==> src/rtl/axis_burst_counter.sv <==
// AXI-Stream ramp generator: emits bursts of cfg_limit beats counting from
// cfg_start by cfg_step, either back-to-back (FREE) or one burst per trig rising edge (TRIGGERED).
module axis_burst_counter #(
  parameter int    AXIS_TDATA_WIDTH = 32,
  parameter int    CNTR_WIDTH       = 32,
  parameter string MODE             = "FREE"
) (
  input  logic                        aclk,
  input  logic                        areset,
  input  logic                        cfg_enbl,
  input  logic [AXIS_TDATA_WIDTH-1:0] cfg_start,
  input  logic [AXIS_TDATA_WIDTH-1:0] cfg_step,
  input  logic [CNTR_WIDTH-1:0]       cfg_limit,
  input  logic [CNTR_WIDTH-1:0]       cfg_bursts,
  input  logic                        trig,
  output logic [AXIS_TDATA_WIDTH-1:0] m_axis_tdata,
  output logic                        m_axis_tvalid,
  output logic                        m_axis_tlast,
  input  logic                        m_axis_tready,
  output logic [CNTR_WIDTH-1:0]       sts_bursts,
  output logic                        sts_busy,
  output logic                        sts_done
);

  localparam bit TRIG_MODE = (MODE == "TRIGGERED");

  typedef enum logic [1:0] {
    IDLE = 2'd0,
    WAIT = 2'd1,
    RUN  = 2'd2,
    DONE = 2'd3
  } state_t;

  state_t                      state_r;
  logic                        trig_reg_r;
  logic                        trig_prev_r;
  logic [CNTR_WIDTH-1:0]       bursts_r;
  logic [AXIS_TDATA_WIDTH-1:0] step_r;
  logic [CNTR_WIDTH-1:0]       limit_r;
  logic [CNTR_WIDTH-1:0]       beat_r;

  logic                        trig_edge_s;
  logic                        handshake_s;
  logic [CNTR_WIDTH-1:0]       beat_next_s;
  logic [CNTR_WIDTH-1:0]       sts_next_s;
  logic                        run_done_s;

  assign trig_edge_s = trig_reg_r & ~trig_prev_r;
  assign handshake_s = m_axis_tvalid & m_axis_tready;
  assign beat_next_s = beat_r + CNTR_WIDTH'(1);
  assign sts_next_s  = sts_bursts + CNTR_WIDTH'(1);
  // A zero burst count means the run never finishes on its own.
  assign run_done_s  = (bursts_r != CNTR_WIDTH'(0)) && (sts_next_s == bursts_r);

  // Burst FSM with trigger synchroniser; every output is driven from this register stage.
  always_ff @(posedge aclk or posedge areset) begin
    if (areset) begin
      state_r       <= IDLE;
      trig_reg_r    <= 1'b0;
      trig_prev_r   <= 1'b0;
      bursts_r      <= CNTR_WIDTH'(0);
      step_r        <= AXIS_TDATA_WIDTH'(0);
      limit_r       <= CNTR_WIDTH'(0);
      beat_r        <= CNTR_WIDTH'(0);
      m_axis_tdata  <= AXIS_TDATA_WIDTH'(0);
      m_axis_tvalid <= 1'b0;
      m_axis_tlast  <= 1'b0;
      sts_bursts    <= CNTR_WIDTH'(0);
      sts_busy      <= 1'b0;
      sts_done      <= 1'b0;
    end else begin
      trig_reg_r  <= trig;
      trig_prev_r <= trig_reg_r;
      case (state_r)
        IDLE: begin
          if (cfg_enbl && (cfg_limit != CNTR_WIDTH'(0))) begin
            bursts_r   <= cfg_bursts;
            sts_bursts <= CNTR_WIDTH'(0);
            sts_busy   <= 1'b1;
            sts_done   <= 1'b0;
            if (TRIG_MODE) begin
              state_r <= WAIT;
            end else begin
              state_r       <= RUN;
              step_r        <= cfg_step;
              limit_r       <= cfg_limit;
              beat_r        <= CNTR_WIDTH'(0);
              m_axis_tdata  <= cfg_start;
              m_axis_tvalid <= 1'b1;
              m_axis_tlast  <= (cfg_limit == CNTR_WIDTH'(1));
            end
          end else begin
            state_r <= IDLE;
          end
        end
        WAIT: begin
          if (!cfg_enbl) begin
            state_r  <= IDLE;
            sts_busy <= 1'b0;
          end else if (trig_edge_s) begin
            state_r       <= RUN;
            step_r        <= cfg_step;
            limit_r       <= cfg_limit;
            beat_r        <= CNTR_WIDTH'(0);
            m_axis_tdata  <= cfg_start;
            m_axis_tvalid <= 1'b1;
            m_axis_tlast  <= (cfg_limit == CNTR_WIDTH'(1));
          end else begin
            state_r <= WAIT;
          end
        end
        RUN: begin
          if (handshake_s) begin
            if (m_axis_tlast) begin
              sts_bursts <= sts_next_s;
            end else begin
              sts_bursts <= sts_bursts;
            end
            // A disable only lands on a handshake so the beat in flight is never withdrawn.
            if (!cfg_enbl) begin
              state_r       <= IDLE;
              m_axis_tvalid <= 1'b0;
              m_axis_tlast  <= 1'b0;
              sts_busy      <= 1'b0;
            end else if (!m_axis_tlast) begin
              beat_r       <= beat_next_s;
              m_axis_tdata <= m_axis_tdata + step_r;
              m_axis_tlast <= (beat_next_s == (limit_r - CNTR_WIDTH'(1)));
            end else if (run_done_s) begin
              state_r       <= DONE;
              m_axis_tvalid <= 1'b0;
              m_axis_tlast  <= 1'b0;
              sts_busy      <= 1'b0;
              sts_done      <= 1'b1;
            end else if (TRIG_MODE) begin
              state_r       <= WAIT;
              m_axis_tvalid <= 1'b0;
              m_axis_tlast  <= 1'b0;
            end else begin
              step_r       <= cfg_step;
              limit_r      <= cfg_limit;
              beat_r       <= CNTR_WIDTH'(0);
              m_axis_tdata <= cfg_start;
              m_axis_tlast <= (cfg_limit == CNTR_WIDTH'(1));
            end
          end else begin
            state_r <= RUN;
          end
        end
        DONE: begin
          if (!cfg_enbl) begin
            state_r  <= IDLE;
            sts_done <= 1'b0;
          end else begin
            state_r <= DONE;
          end
        end
        default: begin
          state_r       <= IDLE;
          m_axis_tvalid <= 1'b0;
          m_axis_tlast  <= 1'b0;
          sts_busy      <= 1'b0;
          sts_done      <= 1'b0;
        end
      endcase
    end
  end

endmodule

==> config.mk <==
export PLATFORM = sky130hd
export DESIGN_NAME = axis_burst_counter
export DESIGN_NICKNAME = d
export VERILOG_FILES = /design/src/rtl/axis_burst_counter.sv
export SDC_FILE = /design/constraint.sdc
export NUM_CORES = 1
export LEC_CHECK = 0
export BUFFER_PORTS_ARGS = -buffer_cell sky130_fd_sc_hd__buf_2
export CAP_MARGIN = 20
export CORE_MARGIN = 8
export CORE_UTILIZATION = 50
export CTS_CLUSTER_SIZE = 16
export DETAILED_ROUTE_END_ITERATION = 6
export GPL_ROUTABILITY_DRIVEN = 0
export PLACE_DENSITY = 0.76
export SETUP_SLACK_MARGIN = 0.05
export SLEW_MARGIN = 15
export SYNTH_ARGS = -nofsm -noshare
export SYNTH_HDL_FRONTEND = slang
export SYNTH_SLANG_ARGS = --single-unit
==> constraint.sdc <==
create_clock -name aclk -period 7.1 [get_ports aclk]
set_input_delay 1.42 -clock aclk [delete_from_list [all_inputs] [get_ports aclk]]
set_output_delay 1.42 -clock aclk [all_outputs]
set_load 0.05 [all_outputs]
==> summary.md <==
| Metric | Value |
|---|---|
| Worst clock skew | 0.0204 ns |
| Clk buf depth | 2 |
| Drt pass-1 iters | 5 |
| I/O pin count | 201 |
| Min Hold Slack | 0.374 ns |
| Core Area | 26,700 µm² |
| Worst Setup EP | step_r[30]$_DFFE_PP0P_ |
| Number of fill cells in the layout | around 2,300 |
| Synthesized net count | about 1,600 |
| Setup TNS | 0 ns |
| Port Buf Inserts | 200 |
| Initial core utilization | 50.3% |
| Final Net Count | 1,761 |
| Power Total | between 7000 and 8000 µW |
| Reg2reg start | sts_bursts[0]$_DFFE_PP0P_ |
| Final-report hold violation count | 0 |
| Core Rows | 60 |
| Peak VDD IR | ~0.35 mV |
| Worst Setup Start Kind | flop |
| FF+latch area | 5000 µm² |
| Area delta synth->final | 12.9% |
| Hold buffer count at CTS | 0 |
| Clock Latency Late Sink | 0.44 ns |
| Crit. End Element | flop |
| Buf/Inv on CP | 2 |
| DRC Markers | 0 |
| Avg Cell Area, Syn | 9.40 µm² |
| Worst-Margin Slew | around 1.1 ns |
| Fin crit period | 4.41 ns |
| Clock Sink Count | 200 |
| Fmax | 0.227 GHz |
| R2R Setup Slk | 2.69 ns |
| Ys async rst share | 100% |
| Avg WL per Cell | 19.2 µm |
| Vias | 11,700 |
| Worst EP required | 7.43 ns |
| Dpl hpwl | between 20 and 30 mm |
| Vias/cell | between 6 and 7 |
| Max incr delay on CP | just over 0.7 ns |
| Reg2reg end | step_r[30]$_DFFE_PP0P_ |
| Post-Syn Area | between 10,000 and 15,000 µm² |
| RSZ-0062 raised after global routing | false |
| Max Cap Violations | 0 |
| Placed insts | between 1,500 and 2,000 |
| Crit path from | sts_bursts[0]$_DFFE_PP0P_ |
| Fin crit share | around 62% |
| H-tree Lvls | 4 |
| GR Util All Layers | between 20 and 25% |
| Largest net degree at the start of global routing | 138 |
| Post-CTS setup buffers | 0 |
| Clock-pin slew on the worst setup and hold paths | 0.08 ns |
| Drt initial violations | about 960 |
| CTS buffer count | 17 |
| Pins Over Slew Limit | 0 |
| Outcome | finished, final reports clean |
| CP cell instances | ha_1 -> nand3_4 -> nor4_2 -> nand3_1 -> o21ai_0 -> mux2i_1 -> nand4_1 -> or3b_4 -> nand3_2 -> a21oi_4 -> buf_16 -> buf_4 -> mux2_2 |
| #FFs+latches synth | 200 |
| Final Non-Filler Cells | approximately 1,900 |
| WP depth | 13 |
| Grt total ovfl | 0 |
| Met3 Track Usage GR | under 10% |
| Die height | 180 µm |
| Setup-failing EPs final | 0 |
| Final Instance Area | 15,100 µm² |
| DRT antenna net count | 0 |
| Type of the tightest min-delay check | reg2reg |
| Share of cells above drive strength 1 | 23.1% |
| Vias in the first global route | 11,700 |
| Worst reg2reg path depth | 13 |
| Largest delay contributor family on the critical path | simple AND/OR/NAND/NOR gates |
| Area of the multi-input gates | 7860 µm² |
| Dominant synthesized flop cell | dfrtp_1 |
| Met1 usage in global routing | between 20% and 30% |
| Count of cell types in the netlist | 80 |
| Placed standard-cell area | 14,600 µm² |
| Slew Limit Headroom | 29.1% |
| Global route hottest layer | met2 |
| Leak pwr | roughly 0.0066 µW |
| Cts repair resizes | 0 |
| Yosys Warn Count | 0 |
| Register area share after synthesis | 37.3% |
| Power Dens Cells | 462 nW/µm² |
| Synth Instances | approximately 1,400 |
| Grt met2 use | 37.2% |
| Root buffer cell | clkbuf_16 |
| CP Class | reg2reg |
| Initial antenna violation count | 0 |
| CTS tree | built |
| Number of synthesized flops with an enable pin | 0 |
| Post-Route WL | 37.2 mm |
| Slowest CP cell | nor4_2 |
| Critical path peak fanout | 19 |
| First-pass GRT wire length | just over 60 mm |
| Die W | 180 µm |
| Die area | 32,300 µm² |
| WP data arrival | 4.74 ns |
cell type report:
type                    count  share of cell area (%)
flip-flops and latches    200                    33.0
clock buffers              17                    2.81
well taps                 341                    2.82
inverters                  39                    1.02
multi-input cells        1116                    51.9
repair buffers            213                    7.47
clock inverters            15                   0.925
diodes                      1                  0.0165
cells by family after synthesis:
kind of cell	count (synthesis)	share of synthesized area, %
compound gates	332	15.8
xor+xnor	149	9.73
fa+ha+maj	42	3.95
buf+inv	111	4.20
flops	200	37.3
mux	110	10.8
simple gates	483	18.3
cell usage after synthesis, types with 4 or more instances:
cell type	n	share of area, %
nand3b_1	6	0.34
a21o_1	18	1.0
o22ai_1	6	0.28
a2111oi_0	4	0.26
mux2i_1	12	0.90
ha_1	40	3.7
nor3b_1	4	0.22
o21ai_0	105	3.9
a21oi_1	57	2.1
mux2_2	39	3.3
buf_4	5	0.28
nor4_1	31	1.4
nor3_1	42	1.6
or4_1	4	0.22
o21ai_1	9	0.34
a22o_1	8	0.52
inv_1	38	1.1
xnor2_1	104	6.8
or2_2	4	0.19
nand3_1	46	1.7
clkbuf_1	42	1.2
or3_1	15	0.70
o41ai_1	7	0.46
nand4_1	27	1.3
mux2_4	59	6.6
o21bai_1	7	0.39
buf_2	10	0.37
xor2_1	45	2.9
and2_1	5	0.23
and3_1	18	0.84
nand2b_1	9	0.42
buf_12	6	0.90
a31oi_1	25	1.2
o211ai_1	10	0.56
buf_1	5	0.14
dfrtp_1	200	37
a211oi_1	6	0.34
nor2_1	100	2.8
o31ai_1	35	2.0
nand2_1	139	3.9
o21a_1	4	0.22
nor2b_1	7	0.33
and4_1	8	0.52
worst min path at each step:
stage | slack, ns | startpoint | end | cells past startpoint
2_1_floorplan | 0.35 | trig_reg_r$_DFF_PP0_ | trig_prev_r$_DFF_PP0_ | 0
3_3_place_gp | 0.36 | trig_reg_r$_DFF_PP0_ | trig_prev_r$_DFF_PP0_ | 0
6_report | 0.37 | trig_reg_r$_DFF_PP0_ | trig_prev_r$_DFF_PP0_ | 0
3_5_place_dp | 0.36 | trig_reg_r$_DFF_PP0_ | trig_prev_r$_DFF_PP0_ | 0
4_1_cts | 0.38 | trig_reg_r$_DFF_PP0_ | trig_prev_r$_DFF_PP0_ | 0
5_1_grt | 0.39 | trig_reg_r$_DFF_PP0_ | trig_prev_r$_DFF_PP0_ | 0
sequential cells by signal, summed over array words and instances, names as in the netlist, 2 cells and up:
name / flops
beat_r: 32
bursts_r: 32
limit_r: 32
m_axis_tdata: 32
state_r: 2
step_r: 32
sts_bursts: 32
per-layer routing:
layer  vias to the layer above  part of all wire, %
li1                       5512                    -
met1                      5634                   44
met2                       440                   46
met3                        82                  6.5
met4                         0                  3.1
met5                         -                    0
power breakdown:
part	switching [µW]	internal (µW)	total (µW)
Sequential	480	1550	2030
Clock	477	494	970
Combinational	2270	1740	4000
per-stage QoR:
stage | setup WS [ns] | utilization (%)
floorplan | 0.226 | -
global placement | 2.42 | 54.5
detailed placement | 2.16 | 54.6
CTS | 2.41 | 56.8
global route | 2.47 | 56.8
finish | 2.69 | 56.8
layout by cell type (no fill, tap or decap), types with 18 or more instances in the layout:
master | Yosys | routed
nand2_1 | 139 | 138
nor4_1 | 31 | 31
nor2_1 | 100 | 100
mux2_4 | 59 | 59
a31oi_1 | 25 | 25
nand4_1 | 27 | 27
xor2_1 | 45 | 45
and3_1 | 18 | 18
o21ai_0 | 105 | 105
inv_1 | 38 | 37
buf_2 | 10 | 200
a21oi_1 | 57 | 57
o31ai_1 | 35 | 35
dfrtp_1 | 200 | 200
nand3_1 | 46 | 46
mux2_2 | 39 | 39
ha_1 | 40 | 40
nor3_1 | 42 | 42
xnor2_1 | 104 | 104
worst register-to-register path, stage by stage, from the launching register on:
cell,delay (ns)
dfrtp_1,0.46
ha_1,0.34
nand3_4,0.15
nor4_2,0.71
nand3_1,0.28
o21ai_0,0.22
mux2i_1,0.12
nand4_1,0.21
or3b_4,0.19
nand3_2,0.09
a21oi_4,0.51
buf_16,0.25
buf_4,0.37
mux2_2,0.40
Power figures use the tool's default switching activity.
